==> src/rtl/clock_pkg.sv <==
// Shared types, digit limits and load validation for the
// time-of-day and alarm-setting blocks.
package clock_pkg;

  typedef enum logic [1:0] {
    RUN,
    HOLD,
    RESP
  } state_t;

  localparam logic [2:0] SEC_TENS_MAX = 3'd5;
  localparam logic [3:0] UNITS_MAX = 4'd9;
  localparam logic [1:0] HOUR_TENS_MAX = 2'd2;
  localparam logic [3:0] HOUR_UNITS_MAX_AT_20 = 4'd3;

  typedef struct packed {
    logic [1:0] hl;
    logic [3:0] hr;
    logic [2:0] ml;
    logic [3:0] mr;
    logic [2:0] sl;
    logic [3:0] sr;
  } tod_t;

  function automatic logic load_ok(
    input logic [1:0] hl,
    input logic [3:0] hr,
    input logic [2:0] ml,
    input logic [3:0] mr
  );
    logic ok;
    ok = (hl <= HOUR_TENS_MAX)
      && (hr <= UNITS_MAX)
      && (ml <= SEC_TENS_MAX)
      && (mr <= UNITS_MAX);
    if (hl == HOUR_TENS_MAX &&
        hr > HOUR_UNITS_MAX_AT_20)
      ok = 1'b0;
    return ok;
  endfunction

endpackage

==> src/rtl/time_keeper_if.sv <==
// Load handshake between the time-setting logic
// and the time-of-day core.
interface time_keeper_if;
  logic       load_valid;
  logic [1:0] i_hours_left;
  logic [3:0] i_hours_right;
  logic [2:0] i_minutes_left;
  logic [3:0] i_minutes_right;
  logic       load_ack;
  logic       load_err;

  modport master (
    output load_valid,
    output i_hours_left,
    output i_hours_right,
    output i_minutes_left,
    output i_minutes_right,
    input  load_ack,
    input  load_err
  );

  modport slave (
    input  load_valid,
    input  i_hours_left,
    input  i_hours_right,
    input  i_minutes_left,
    input  i_minutes_right,
    output load_ack,
    output load_err
  );
endinterface

==> src/rtl/tick_gen.sv <==
// Prescaler: counts enabled cycles and flags the
// terminal count of each second.
module tick_gen #(
  parameter int TICKS_PER_SEC = 50_000_000
) (
  input  logic clk,
  input  logic rst,
  input  logic en,
  input  logic clear,
  output logic tick
);
  localparam int W =
    (TICKS_PER_SEC > 1) ? $clog2(TICKS_PER_SEC) : 1;
  localparam logic [W-1:0] LAST =
    W'(TICKS_PER_SEC - 1);

  logic [W-1:0] cnt;

  assign tick = en && (cnt == LAST);

  always_ff @(posedge clk) begin
    if (rst) begin
      cnt <= '0;
    end else if (clear) begin
      cnt <= '0;
    end else if (en) begin
      cnt <= tick ? '0 : cnt + 1'b1;
    end
  end
endmodule

==> src/rtl/time_keeper.sv <==
// BCD hh:mm:ss time-of-day core with 1 Hz prescaler
// and validated hours/minutes load.
module time_keeper
  import clock_pkg::*;
#(
  parameter int TICKS_PER_SEC = 50_000_000
) (
  input  logic         clk,
  input  logic         rst,
  input  logic         hold,
  time_keeper_if.slave ld,
  output logic [1:0]   o_hours_left,
  output logic [3:0]   o_hours_right,
  output logic [2:0]   o_minutes_left,
  output logic [3:0]   o_minutes_right,
  output logic [2:0]   o_seconds_left,
  output logic [3:0]   o_seconds_right,
  output logic         sec_pulse,
  output logic         day_wrap
);
  state_t state, nxt;
  tod_t   t, t_inc;
  logic   fire, ok, tick, en, clr, wrap;
  logic   ack_q, err_q;

  assign fire = ld.load_valid && (state != RESP);
  assign ok = load_ok(ld.i_hours_left,
                      ld.i_hours_right,
                      ld.i_minutes_left,
                      ld.i_minutes_right);

  tick_gen #(
    .TICKS_PER_SEC(TICKS_PER_SEC)
  ) u_tick (
    .clk  (clk),
    .rst  (rst),
    .en   (en),
    .clear(clr),
    .tick (tick)
  );

  always_ff @(posedge clk) begin
    if (rst) state <= RUN;
    else     state <= nxt;
  end

  always_comb begin
    nxt = state;
    unique case (state)
      RUN:  nxt = fire ? RESP : (hold ? HOLD : RUN);
      HOLD: nxt = fire ? RESP : (hold ? HOLD : RUN);
      RESP: nxt = hold ? HOLD : RUN;
      default: nxt = RUN;
    endcase
  end

  // A load in the tick cycle wins: the prescaler
  // is stalled so the tick never fires.
  always_comb begin
    en  = 1'b0;
    clr = fire && ok;
    unique case (state)
      RUN:     en = !fire;
      default: en = 1'b0;
    endcase
  end

  always_comb begin
    t_inc = t;
    wrap  = 1'b0;
    if (t.sr != UNITS_MAX) begin
      t_inc.sr = t.sr + 4'd1;
    end else begin
      t_inc.sr = '0;
      if (t.sl != SEC_TENS_MAX) begin
        t_inc.sl = t.sl + 3'd1;
      end else begin
        t_inc.sl = '0;
        if (t.mr != UNITS_MAX) begin
          t_inc.mr = t.mr + 4'd1;
        end else begin
          t_inc.mr = '0;
          if (t.ml != SEC_TENS_MAX) begin
            t_inc.ml = t.ml + 3'd1;
          end else begin
            t_inc.ml = '0;
            unique case (1'b1)
              (t.hl == HOUR_TENS_MAX &&
               t.hr == HOUR_UNITS_MAX_AT_20): begin
                t_inc.hl = '0;
                t_inc.hr = '0;
                wrap     = 1'b1;
              end
              (t.hr == UNITS_MAX): begin
                t_inc.hr = '0;
                t_inc.hl = t.hl + 2'd1;
              end
              default: t_inc.hr = t.hr + 4'd1;
            endcase
          end
        end
      end
    end
  end

  always_ff @(posedge clk) begin
    if (rst) begin
      t         <= '0;
      ack_q     <= 1'b0;
      err_q     <= 1'b0;
      sec_pulse <= 1'b0;
      day_wrap  <= 1'b0;
    end else begin
      ack_q     <= fire && ok;
      err_q     <= fire && !ok;
      sec_pulse <= tick;
      day_wrap  <= tick && wrap;
      if (fire && ok) begin
        t <= '{hl: ld.i_hours_left,
               hr: ld.i_hours_right,
               ml: ld.i_minutes_left,
               mr: ld.i_minutes_right,
               sl: 3'd0,
               sr: 4'd0};
      end else if (tick) begin
        t <= t_inc;
      end
    end
  end

  assign ld.load_ack      = ack_q;
  assign ld.load_err      = err_q;
  assign o_hours_left     = t.hl;
  assign o_hours_right    = t.hr;
  assign o_minutes_left   = t.ml;
  assign o_minutes_right  = t.mr;
  assign o_seconds_left   = t.sl;
  assign o_seconds_right  = t.sr;
endmodule

==> src/flat_wrapper.sv <==
// flat-port wrapper written by rule: the top's interface ports become plain ports
module time_keeper_flat import clock_pkg::*;
#(
  parameter int TICKS_PER_SEC = 50_000_000
)
  (clk, rst, hold, o_hours_left, o_hours_right, o_minutes_left, o_minutes_right, o_seconds_left, o_seconds_right, sec_pulse, day_wrap, ld_load_valid, ld_i_hours_left, ld_i_hours_right, ld_i_minutes_left, ld_i_minutes_right, ld_load_ack, ld_load_err);
  time_keeper_if ld_i ();
  input  logic clk;
  input  logic rst;
  input  logic hold;
  output logic [1:0] o_hours_left;
  output logic [3:0] o_hours_right;
  output logic [2:0] o_minutes_left;
  output logic [3:0] o_minutes_right;
  output logic [2:0] o_seconds_left;
  output logic [3:0] o_seconds_right;
  output logic sec_pulse;
  output logic day_wrap;
  input wire logic [$bits(ld_i.load_valid)-1:0] ld_load_valid;
  input wire logic [$bits(ld_i.i_hours_left)-1:0] ld_i_hours_left;
  input wire logic [$bits(ld_i.i_hours_right)-1:0] ld_i_hours_right;
  input wire logic [$bits(ld_i.i_minutes_left)-1:0] ld_i_minutes_left;
  input wire logic [$bits(ld_i.i_minutes_right)-1:0] ld_i_minutes_right;
  output wire logic [$bits(ld_i.load_ack)-1:0] ld_load_ack;
  output wire logic [$bits(ld_i.load_err)-1:0] ld_load_err;
  assign ld_i.load_valid = ld_load_valid;
  assign ld_i.i_hours_left = ld_i_hours_left;
  assign ld_i.i_hours_right = ld_i_hours_right;
  assign ld_i.i_minutes_left = ld_i_minutes_left;
  assign ld_i.i_minutes_right = ld_i_minutes_right;
  assign ld_load_ack = ld_i.load_ack;
  assign ld_load_err = ld_i.load_err;
  time_keeper #(.TICKS_PER_SEC(TICKS_PER_SEC)) u_core (.clk(clk), .rst(rst), .hold(hold), .ld(ld_i), .o_hours_left(o_hours_left), .o_hours_right(o_hours_right), .o_minutes_left(o_minutes_left), .o_minutes_right(o_minutes_right), .o_seconds_left(o_seconds_left), .o_seconds_right(o_seconds_right), .sec_pulse(sec_pulse), .day_wrap(day_wrap));
endmodule
==> config.mk <==
export PLATFORM = sky130hd
export DESIGN_NAME = time_keeper_flat
export DESIGN_NICKNAME = d
export VERILOG_FILES = /design/src/rtl/clock_pkg.sv /design/src/rtl/time_keeper_if.sv /design/src/rtl/tick_gen.sv /design/src/rtl/time_keeper.sv /design/src/flat_wrapper.sv
export SDC_FILE = /design/constraint.sdc
export NUM_CORES = 1
export LEC_CHECK = 0
export CAP_MARGIN = 20
export CORE_MARGIN = 2
export CORE_UTILIZATION = 50
export CTS_CLUSTER_SIZE = 24
export DETAILED_ROUTE_END_ITERATION = 7
export GPL_TIMING_DRIVEN = 0
export PLACE_DENSITY = 0.74
export SLEW_MARGIN = 5
export SYNTH_ARGS = -nofsm -noshare
export SYNTH_HDL_FRONTEND = slang
export SYNTH_HIERARCHICAL = 1
export SYNTH_SLANG_ARGS = --single-unit
==> constraint.sdc <==
create_clock -name clk -period 4.4 [get_ports clk]
set_input_delay 1.1 -clock clk [delete_from_list [all_inputs] [get_ports clk]]
set_output_delay 1.1 -clock clk [all_outputs]
set_load 0.01 [all_outputs]
# --- After elaboration in Yosys (flattened, before gate mapping) ---
# Index checks and enable logic that the tools add are counted.
word_totals:
  regBits: 52
  latch_bits: 0
  ram_bits: 0
  rom_bits: 0
  output_inout_bits: 24
  elab_cells: 87
  memories: 0
op_classes:
  addsub: 7
  multipliers: 0
  div: 0
  order_cmp: 5
  n_eq_ne: 16
  shift: 0
  n_mux: 23
  n_bitwise: 1
  n_reduce_logical: 23
op_table:
  columns: ["cell", "count"]
  rows:
  - ["$mux 20", 2]
  - ["$add 26x1->26 const B", 1]
  - ["$eq 26x26->1 const B", 1]
  - ["$mux 26", 1]
  - ["$mux 16", 1]
  - ["$mux 13", 1]
  - ["$add 4x1->4 const B", 3]
  - ["$mux 4", 3]
  - ["$logic_and 1x1->1", 10]
  - ["$mux 9", 1]
  - ["$le 4x4->1 const B", 2]
  - ["$mux 1", 8]
  - ["$ne 2x1->1 const B", 4]
  - ["$ne 4x4->1 const B", 2]
  - ["$pmux 2 s2", 2]
  - ["$add 3x1->3 const B", 2]
  - ["$eq 2x2->1 const B", 3]
  - ["$mux 3", 2]
  - ["$mux 6", 1]
  - ["$ne 3x3->1 const B", 2]
  - ["$reduce_and 6->1", 1]
  - ["$reduce_or 2->1", 3]
  - ["$reduce_and 5->1", 1]
  - ["$eq 4x2->1 const B", 1]
  - ["other kinds (16)", 17]

# --- Longest topological paths before layout ---
# Gate-level depths: netlist of the first run.
depth:
  ltp_word: 10
  mapped_depth: 9
  ltp_nobuf: 8

# --- Hierarchy ---
# Netlist of the first run, hierarchy kept.
modules_own_cells:
  columns: ["module", "instances", "cells_each", "area_per_inst_um2"]
  rows:
  - ["time_keeper", 1, 161, 1431.4]
  - ["tick_gen", 1, 156, 1343.8]

# --- Worst setup path after synthesis of the first run ---
# No wires, ideal clock.
synth_path:
  kind: "input to register"
  startpoint: "input port ld_load_valid"
  endpoint: "register u_core.t, in the netlist u_core/o_hours_left[1]"
  setup_time_ps: 88
  arrival_ps: 3602
  t_required_ps: 4312
  slack_ps: 710
  path_stages: 9
  n_path_buf: 1
  path_cell_list: "nor3_1 -> and3_1 -> buf_2 -> nand2_1 -> nor3_1 -> and4b_4 -> nand4_4 -> or4_1 -> a311oi_2"
synth_via:
  elab_chain_len: 6
  word_cells_on_any_way: 13
  classes_between: "eq/ne (4); mux (2); reduce/logical (7)"
synth_lines:
  columns: ["element", "line_no", "text"]
  rows:
  - ["start: declaration", "flat_wrapper.sv:19", "input wire logic [$bits(ld_i.load_valid)-1:0] ld_load_valid;"]
  - ["$logic_and 1x1->1", "time_keeper.sv:26", "assign fire = ld.load_valid && (state != RESP);"]
  - ["$logic_not 1->1", "time_keeper.sv:63", "RUN: en = !fire;"]
  - ["$mux 1", "time_keeper.sv:62", "unique case (state)"]
  - ["$logic_and 1x1->1", "tick_gen.sv:19", "assign tick = en && (cnt == LAST);"]
  - ["via u_core.tick", "time_keeper.sv:23", "logic fire, ok, tick, en, clr, wrap;"]
  - ["$reduce_bool 2->1 (no source line)", null, null]
  - ["$reduce_and 6->1 (no source line)", null, null]
  - ["end signal: assignment", "time_keeper.sv:119", "t <= '{hl: ld.i_hours_left,"]
  - ["end signal: assignment", "time_keeper.sv:126", "t <= t_inc;"]
  - ["end: declaration", "time_keeper.sv:22", "tod_t t, t_inc;"]
# The timed path passes the listed nets, and every way through them passes these cells.
# A chain may end at the register's enable or synchronous reset.

# --- Worst setup path in the final report of the first run ---
layout_path:
  startpoint: "input port ld_load_valid"
  endpoint: "register u_core.t, in the netlist u_core/o_hours_left[1]"
layout_via:
  elab_chain_len: 6
  word_cells_on_any_way: 13
  classes_between: "eq/ne (4); mux (2); reduce/logical (7)"
layout_lines:
  columns: ["element", "line_no"]
  rows:
  - ["$logic_and 1x1->1", "time_keeper.sv:26"]
  - ["$logic_not 1->1", "time_keeper.sv:63"]
  - ["$mux 1", "time_keeper.sv:62"]
  - ["via u_core.en", "time_keeper.sv:23"]
  - ["$logic_and 1x1->1", "tick_gen.sv:19"]
  - ["via u_core.tick", "time_keeper.sv:23"]
  - ["$reduce_bool 2->1 (no source line)", null]
  - ["$reduce_and 6->1 (no source line)", null]
# The timed path passes the listed nets, and every way through them passes these cells.

==> results of run 1 <==
-- repair_timing --
action / in CTS / in global routing
endpoints found under the hold margin: 0 / 0
setup endpoints to repair: 4 / 8
resized for setup: 1 / 1
hold buffers: 0 / 0
-- how the worst min path moves through the flow --
stage                                             startpoint                            endpoint  slack, ps  cells after the start
after floorplan                   u_core/state[1]$_SDFF_PP0_          u_core/state[1]$_SDFF_PP0_        440                      1
after global placement            u_core/state[1]$_SDFF_PP0_          u_core/state[1]$_SDFF_PP0_        460                      1
after global routing      u_core/u_tick/cnt[25]$_SDFFE_PP0P_  u_core/u_tick/cnt[25]$_SDFFE_PP0P_        530                      2
after detailed placement          u_core/state[1]$_SDFF_PP0_          u_core/state[1]$_SDFF_PP0_        470                      1
after CTS                         u_core/state[1]$_SDFF_PP0_          u_core/state[1]$_SDFF_PP0_        490                      1
final                             u_core/state[1]$_SDFF_PP0_          u_core/state[1]$_SDFF_PP0_        510                      1
-- flip-flops by register name, indices dropped and copies added (netlist names) --
register	flops
u_core/state	2
u_core/o_minutes_right	4
u_core/o_seconds_left	3
u_core/o_seconds_right	4
u_core/ld.load_ack	1
u_core/o_minutes_left	3
u_core/day_wrap	1
u_core/sec_pulse	1
u_core/u_tick/cnt	26
u_core/ld.load_err	1
u_core/o_hours_left	2
u_core/o_hours_right	4
-- Yosys cell counts, types with 4 or more instances --
| cell | count | share of area |
|---|---|---|
| dfxtp_1 | 52 | 0.38 |
| nor2_1 | 31 | 0.042 |
| nand2_1 | 22 | 0.030 |
| o21ai_0 | 18 | 0.032 |
| nor3_1 | 16 | 0.029 |
| a21oi_1 | 15 | 0.027 |
| nand3_1 | 15 | 0.027 |
| nand4_1 | 11 | 0.025 |
| xor2_1 | 10 | 0.032 |
| or3_1 | 9 | 0.020 |
| a311oi_1 | 8 | 0.025 |
| or4_1 | 7 | 0.019 |
| ha_1 | 6 | 0.027 |
| nand3b_1 | 6 | 0.016 |
| xnor2_1 | 6 | 0.019 |
| buf_2 | 5 | 0.0090 |
| inv_1 | 5 | 0.0068 |
| o31ai_1 | 5 | 0.014 |
| clkbuf_1 | 4 | 0.0054 |
| mux2i_1 | 4 | 0.014 |
| nor4b_1 | 4 | 0.013 |
-- layer usage --
layer | vias to the layer above | routed length, microns | track usage
met1 | 1232 | 2880 | 0.259
met2 | 69 | 3210 | 0.386
met4 | 0 | 123 | 0.0860
met5 | - | 0 | 0
met3 | 12 | 235 | 0.0402
li1 | 1277 | - | -
-- stage by stage --
step	util	cell area [sq um]
floorplan	-	2780
global placement	0.600	3270
detailed placement	0.600	3270
CTS	0.621	3380
global route	0.622	3380
finish	0.622	3380
-- power groups by stage --
stage               Sequential, uW  Clock (uW)  Combinational [uW]
finish                         490         321                83.5
global route                   493         352                91.4
CTS                            490         331                83.4
detailed placement             501           0                82.9
global placement               501           0                81.7
floorplan                      502           0                39.4
-- critical path: stages --
cell and delay [ps]:
clkdlybuf4s50_1 500, nor3_2 340, and3_1 210, buf_2 200, nand2_1 190, nor3_2 460
and4b_4 380, nand4_4 150, or4_1 520, a311oi_2 240
-- area by class of cell --
class / count / share of cell area
Buffer: 12 / 0.0218
Tap cell: 72 / 0.0266
Clock buffer: 6 / 0.0214
Inverter: 5 / 0.00555
Clock inverter: 2 / 0.0104
Timing Repair Buffer: 40 / 0.118
Sequential cell: 52 / 0.308
Multi-Input combinational cell: 248 / 0.488
-- cell families after synthesis --
group	Yosys count	share of synthesized area
AOI/OAI and AO/OA	59	0.142
xor gates and xnor gates	16	0.0505
buffers and inverters	17	0.0334
adders and majority gates	6	0.0271
muxes	4	0.0144
DFF	52	0.375
and+or+nand+nor	163	0.358
==> metrics, run 1 <==
status finished clean; GRT overflow 0; Chip Width 78.5 microns; clock power share 0.359; RSZ-0062 raised after global routing no; clk buf depth 2; yosys warns 6; end of the critical path u_core/o_hours_left[1]$_SDFFE_PP0P_; Pwr Density 265 nW/um^2; R2R cell count 9; Final setup viols 0; Setup crit end kind flip-flop; Placed Cells 429; Max Slew Vio Count 0; Num Clock Sinks 52; core area 5440 sq um; fin cells 437; Area Overhead vs Synth 21.9%; register area 1040 sq um; gpl congestion 0.881; worst path required time 4610 ps; ys flop type dfxtp_1; die area 6160 sq um; switching share of power 0.228; total number of vias 2,590; Syn Inst Count 317; Hold Slack 510 ps; Seq pwr share 0.548; Slew HR 0.533; IO buf count 40; first-pass iteration count of the detailed router 4; area of the multi-input gates 1650 sq um; DR DRC count 0; maximum vdd drop 0.160 mV; Top Ports 41; Initial Util 0.510; Worst Tran Pin Value 699 ps; synth unique cells 55; initial antenna violation count 0; Die Y 78.5 microns; CTS Buf Count 5; final antenna-violating net count 0; worst setup margin 305 ps; H-tree Lvls 2; first-pass GRT wire length 11,100 microns; commonest cells after routing, fill and taps aside dfxtp_1, clkdlybuf4s50_1, nor2_1; Post-synth EDFFs 0; Peak Freq 0.244 GHz; combinational power share 0.093; Switching Power 204 uW; Reg2Reg Capture Point u_core/o_hours_left[1]$_SDFFE_PP0P_; ys async rst share 0; Worst Path Arrival 4310 ps; Sum Neg Setup Slack 0 ps; CTS root buf clkbuf_8; Cell Rows 27; final hold vios 0; Final Cycle Share 0.931; GRT Overall Usage 0.218; worst reg2reg setup slack 1220 ps; Synth Area per Inst 8.75 sq um; Cell Area, Synth 2780 sq um; # Max-Cap Violations 0; share of cells above drive strength 1 0.107; DR vias/cell 5.93; drt first-iter violations 136; Layout fillers 499; Cell Int Power 691 uW; clock slew at reported path FFs 90 ps; Critical Path Start Type input pin; most common cell after layout, fill and taps aside dfxtp_1; Mapped Nets 340; crit-path max FO 10; Crit Reg-Reg Startpoint u_core/state[1]$_SDFF_PP0_; worst min path class flip-flop to flip-flop; Skew-Pair Late Insertion Delay 300 ps; Lkg Pwr 0.00111 uW; layout net count 387; post-CTS setup repair buffer count 0; Crit Path Category input pin to flip-flop; final antenna diode count 0; largest net degree at the start of global routing 16; Power Total 895 uW; Seq/Total Area, Yosys 0.375; DP Wirelength 4870 microns; WL/cell 14.8 microns; clk_skew 7.99 ps; minimum clock period 4100 ps; Post-Route WL 6450 microns; Placement Setup Slack -423 ps; Critical path origin ld_load_valid; synthesis-stage register bit count 52; CTS tree done; vias in the first global route 2,564
Power figures use the tool's default switching activity.
==> run 2: changes to the inputs <==
GPL_TIMING_DRIVEN = unset   (was 0)
==> metrics, run 2 (same netlist as run 1, synthesis figures left out) <==
commonest cells after routing, fill and taps aside dfxtp_1, clkdlybuf4s50_1, nor2_1; worst path required time 4620 ps (about the same); CTS tree done; clk buf depth 2 (unchanged); Reg2Reg Capture Point u_core/o_hours_left[0]$_SDFFE_PP0P_; WL/cell 14.7 microns (-0.16%); Finished Core Util 0.615 (-0.00713); switching share of power 0.231 (+0.00258); Min-Delay Endpoint u_core/state[1]$_SDFF_PP0_; most common cell after layout, fill and taps aside dfxtp_1; Top Ports 41 (unchanged); Peak Freq 0.282 GHz (+15%); Post-Route WL 6350 microns (-1.5%); worst min path class flip-flop to flip-flop; IO buf count 40 (unchanged); clock slew at reported path FFs 90 ps (about the same); first-pass iteration count of the detailed router 4 (unchanged); final antenna-violating net count 0 (unchanged); total number of vias 2,543 (-1.8%); Max Slew Vio Count 0 (unchanged); CP cell instances clkdlybuf4s50_1 -> nor3_1 -> and3_1 -> nand2_1 -> nor3_1 -> buf_4 -> and4b_4 -> nand4_4 -> or4_1 -> a311oi_1; # Max-Cap Violations 0 (unchanged); Worst Tran Pin Value 648 ps (-50.9 ps); vias in the first global route 2,365 (-7.8%); R2R cell count 8 (-1); Buf/Inv on CP 2 (unchanged); Hold Path Stages 1 (unchanged); Top delay family on crit path simple AND/OR/NAND/NOR gates; final antenna diode count 0 (unchanged); Slew HR 0.567 (+0.0340); Crit Path Category input pin to flip-flop; Initial Util 0.510 (unchanged); Crit Reg-Reg Startpoint u_core/u_tick/cnt[3]$_SDFFE_PP0P_; CTS Buf Count 5 (unchanged); first-pass GRT wire length 10,700 microns (-3.7%); Critical Path Start Type input pin; RSZ-0062 raised after global routing no; post_cts resized 0 (-1); share of cells above drive strength 1 0.0975 (-0.00936); Layout fillers 492 (-1.4%); die area 6160 sq um (unchanged); CP peak stage delay 500 ps (-20 ps); Switching Power 208 uW (+1.5%); GRT Overall Usage 0.213 (-0.00552); Cell Rows 27 (unchanged); DR DRC count 0 (unchanged); Worst Path Arrival 3770 ps (-540 ps); Sum Neg Setup Slack 0 ps (unchanged); Slowest cell on crit path or4_1; register area 1040 sq um (unchanged); Skew-Pair Late Insertion Delay 300 ps (about the same); Num Clock Sinks 52 (unchanged); layout net count 381 (-1.6%); initial antenna violation count 0 (unchanged); beginning of the worst hold path u_core/state[1]$_SDFF_PP0_; status finished clean; Chip Width 78.5 microns (unchanged); Final setup viols 0 (unchanged); Seq pwr share 0.546 (-0.002); Most flops, register u_core/u_tick/cnt; DP Wirelength 4580 microns (-5.9%); clk_skew 7.06 ps (-0.932 ps); Setup crit end kind flip-flop; minimum clock period 3550 ps (-546 ps); GRT overflow 0 (unchanged); Lkg Pwr 0.00109 uW (-1.8%); crit-path max FO 10 (unchanged); CTS Hold Buffers Added 0 (unchanged); Die Y 78.5 microns (unchanged); final hold vios 0 (unchanged); clock power share 0.362 (+0.003); largest net degree at the start of global routing 23 (+7); CTS root buf clkbuf_8; Pwr Density 269 nW/um^2 (+1.5%); combinational power share 0.092 (about the same); H-tree Lvls 2 (unchanged); gpl congestion 0.818 (-7.1%); Area Overhead vs Synth 20.5%; max FFs per register 26 (unchanged); most used cell, CP nor3_1; area of the multi-input gates 1640 sq um (-0.61%); core area 5440 sq um (unchanged); Final Cycle Share 0.807 (-0.124); worst reg2reg setup slack 1680 ps (+460 ps); maximum vdd drop 0.172 mV (+8.0%); drt first-iter violations 85 (-38%); DR vias/cell 5.90 (-0.45%); post-CTS setup repair buffer count 0 (unchanged); Cell Int Power 691 uW (about the same)
run 2: changes by cell type in the layout (fill, tap and decap cells not counted):
| cell | delta |
|---|---|
| nor3_1 | +2 |
| buf_2 | -5 |
| nor3_2 | -2 |
| buf_4 | +6 |
| buf_6 | -3 |
| clkbuf_1 | -4 |
run 2: final cells by class:
type / count / area share
timing repair buffer: 46 / 0.133
tap: 72 / 0.0269
clock buffer: 6 / 0.0217
inverter: 5 / 0.00561
sequential: 52 / 0.311
multi-input combinational: 248 / 0.491
clock inverter: 2 / 0.0105
run 2: worst max-delay path by stage:
stage,from,end,depth (start not counted)
2_1_floorplan,ld_load_valid,u_core/o_hours_left[1]$_SDFFE_PP0P_,9
3_3_place_gp,ld_load_valid,u_core/o_hours_left[0]$_SDFFE_PP0P_,10
3_5_place_dp,ld_load_valid,u_core/o_hours_left[1]$_SDFFE_PP0P_,10
4_1_cts,ld_load_valid,u_core/o_hours_left[0]$_SDFFE_PP0P_,10
5_1_grt,ld_load_valid,u_core/o_hours_left[1]$_SDFFE_PP0P_,10
6_report,ld_load_valid,u_core/o_hours_left[0]$_SDFFE_PP0P_,10
run 2: routing by layer:
metal,global-route usage,wire (microns)
met1,0.265,2920
met2,0.364,3070
met3,0.0471,264
met4,0.0667,103
met5,0,0
run 2: power groups by stage:
stage | clock (uW) | combinational (uW) | sequential (uW)
final | 325 | 82.7 | 491
after global routing | 353 | 90.8 | 493
after CTS | 332 | 82.9 | 491
after detailed placement | 0 | 82.5 | 501
after global placement | 0 | 81.0 | 501
after floorplan | 0 | 39.4 | 502
run 2: per-stage QoR:
stage	cells	total power (uW)	hold WS [ps]	setup WS [ps]	cell area, sq um
after floorplan	317	541	440	710	2780
after detailed placement	423	584	465	548	3240
final	431	899	481	851	3340
after global routing	431	936	496	650	3340
after global placement	423	582	455	596	3240
after CTS	431	906	480	854	3340
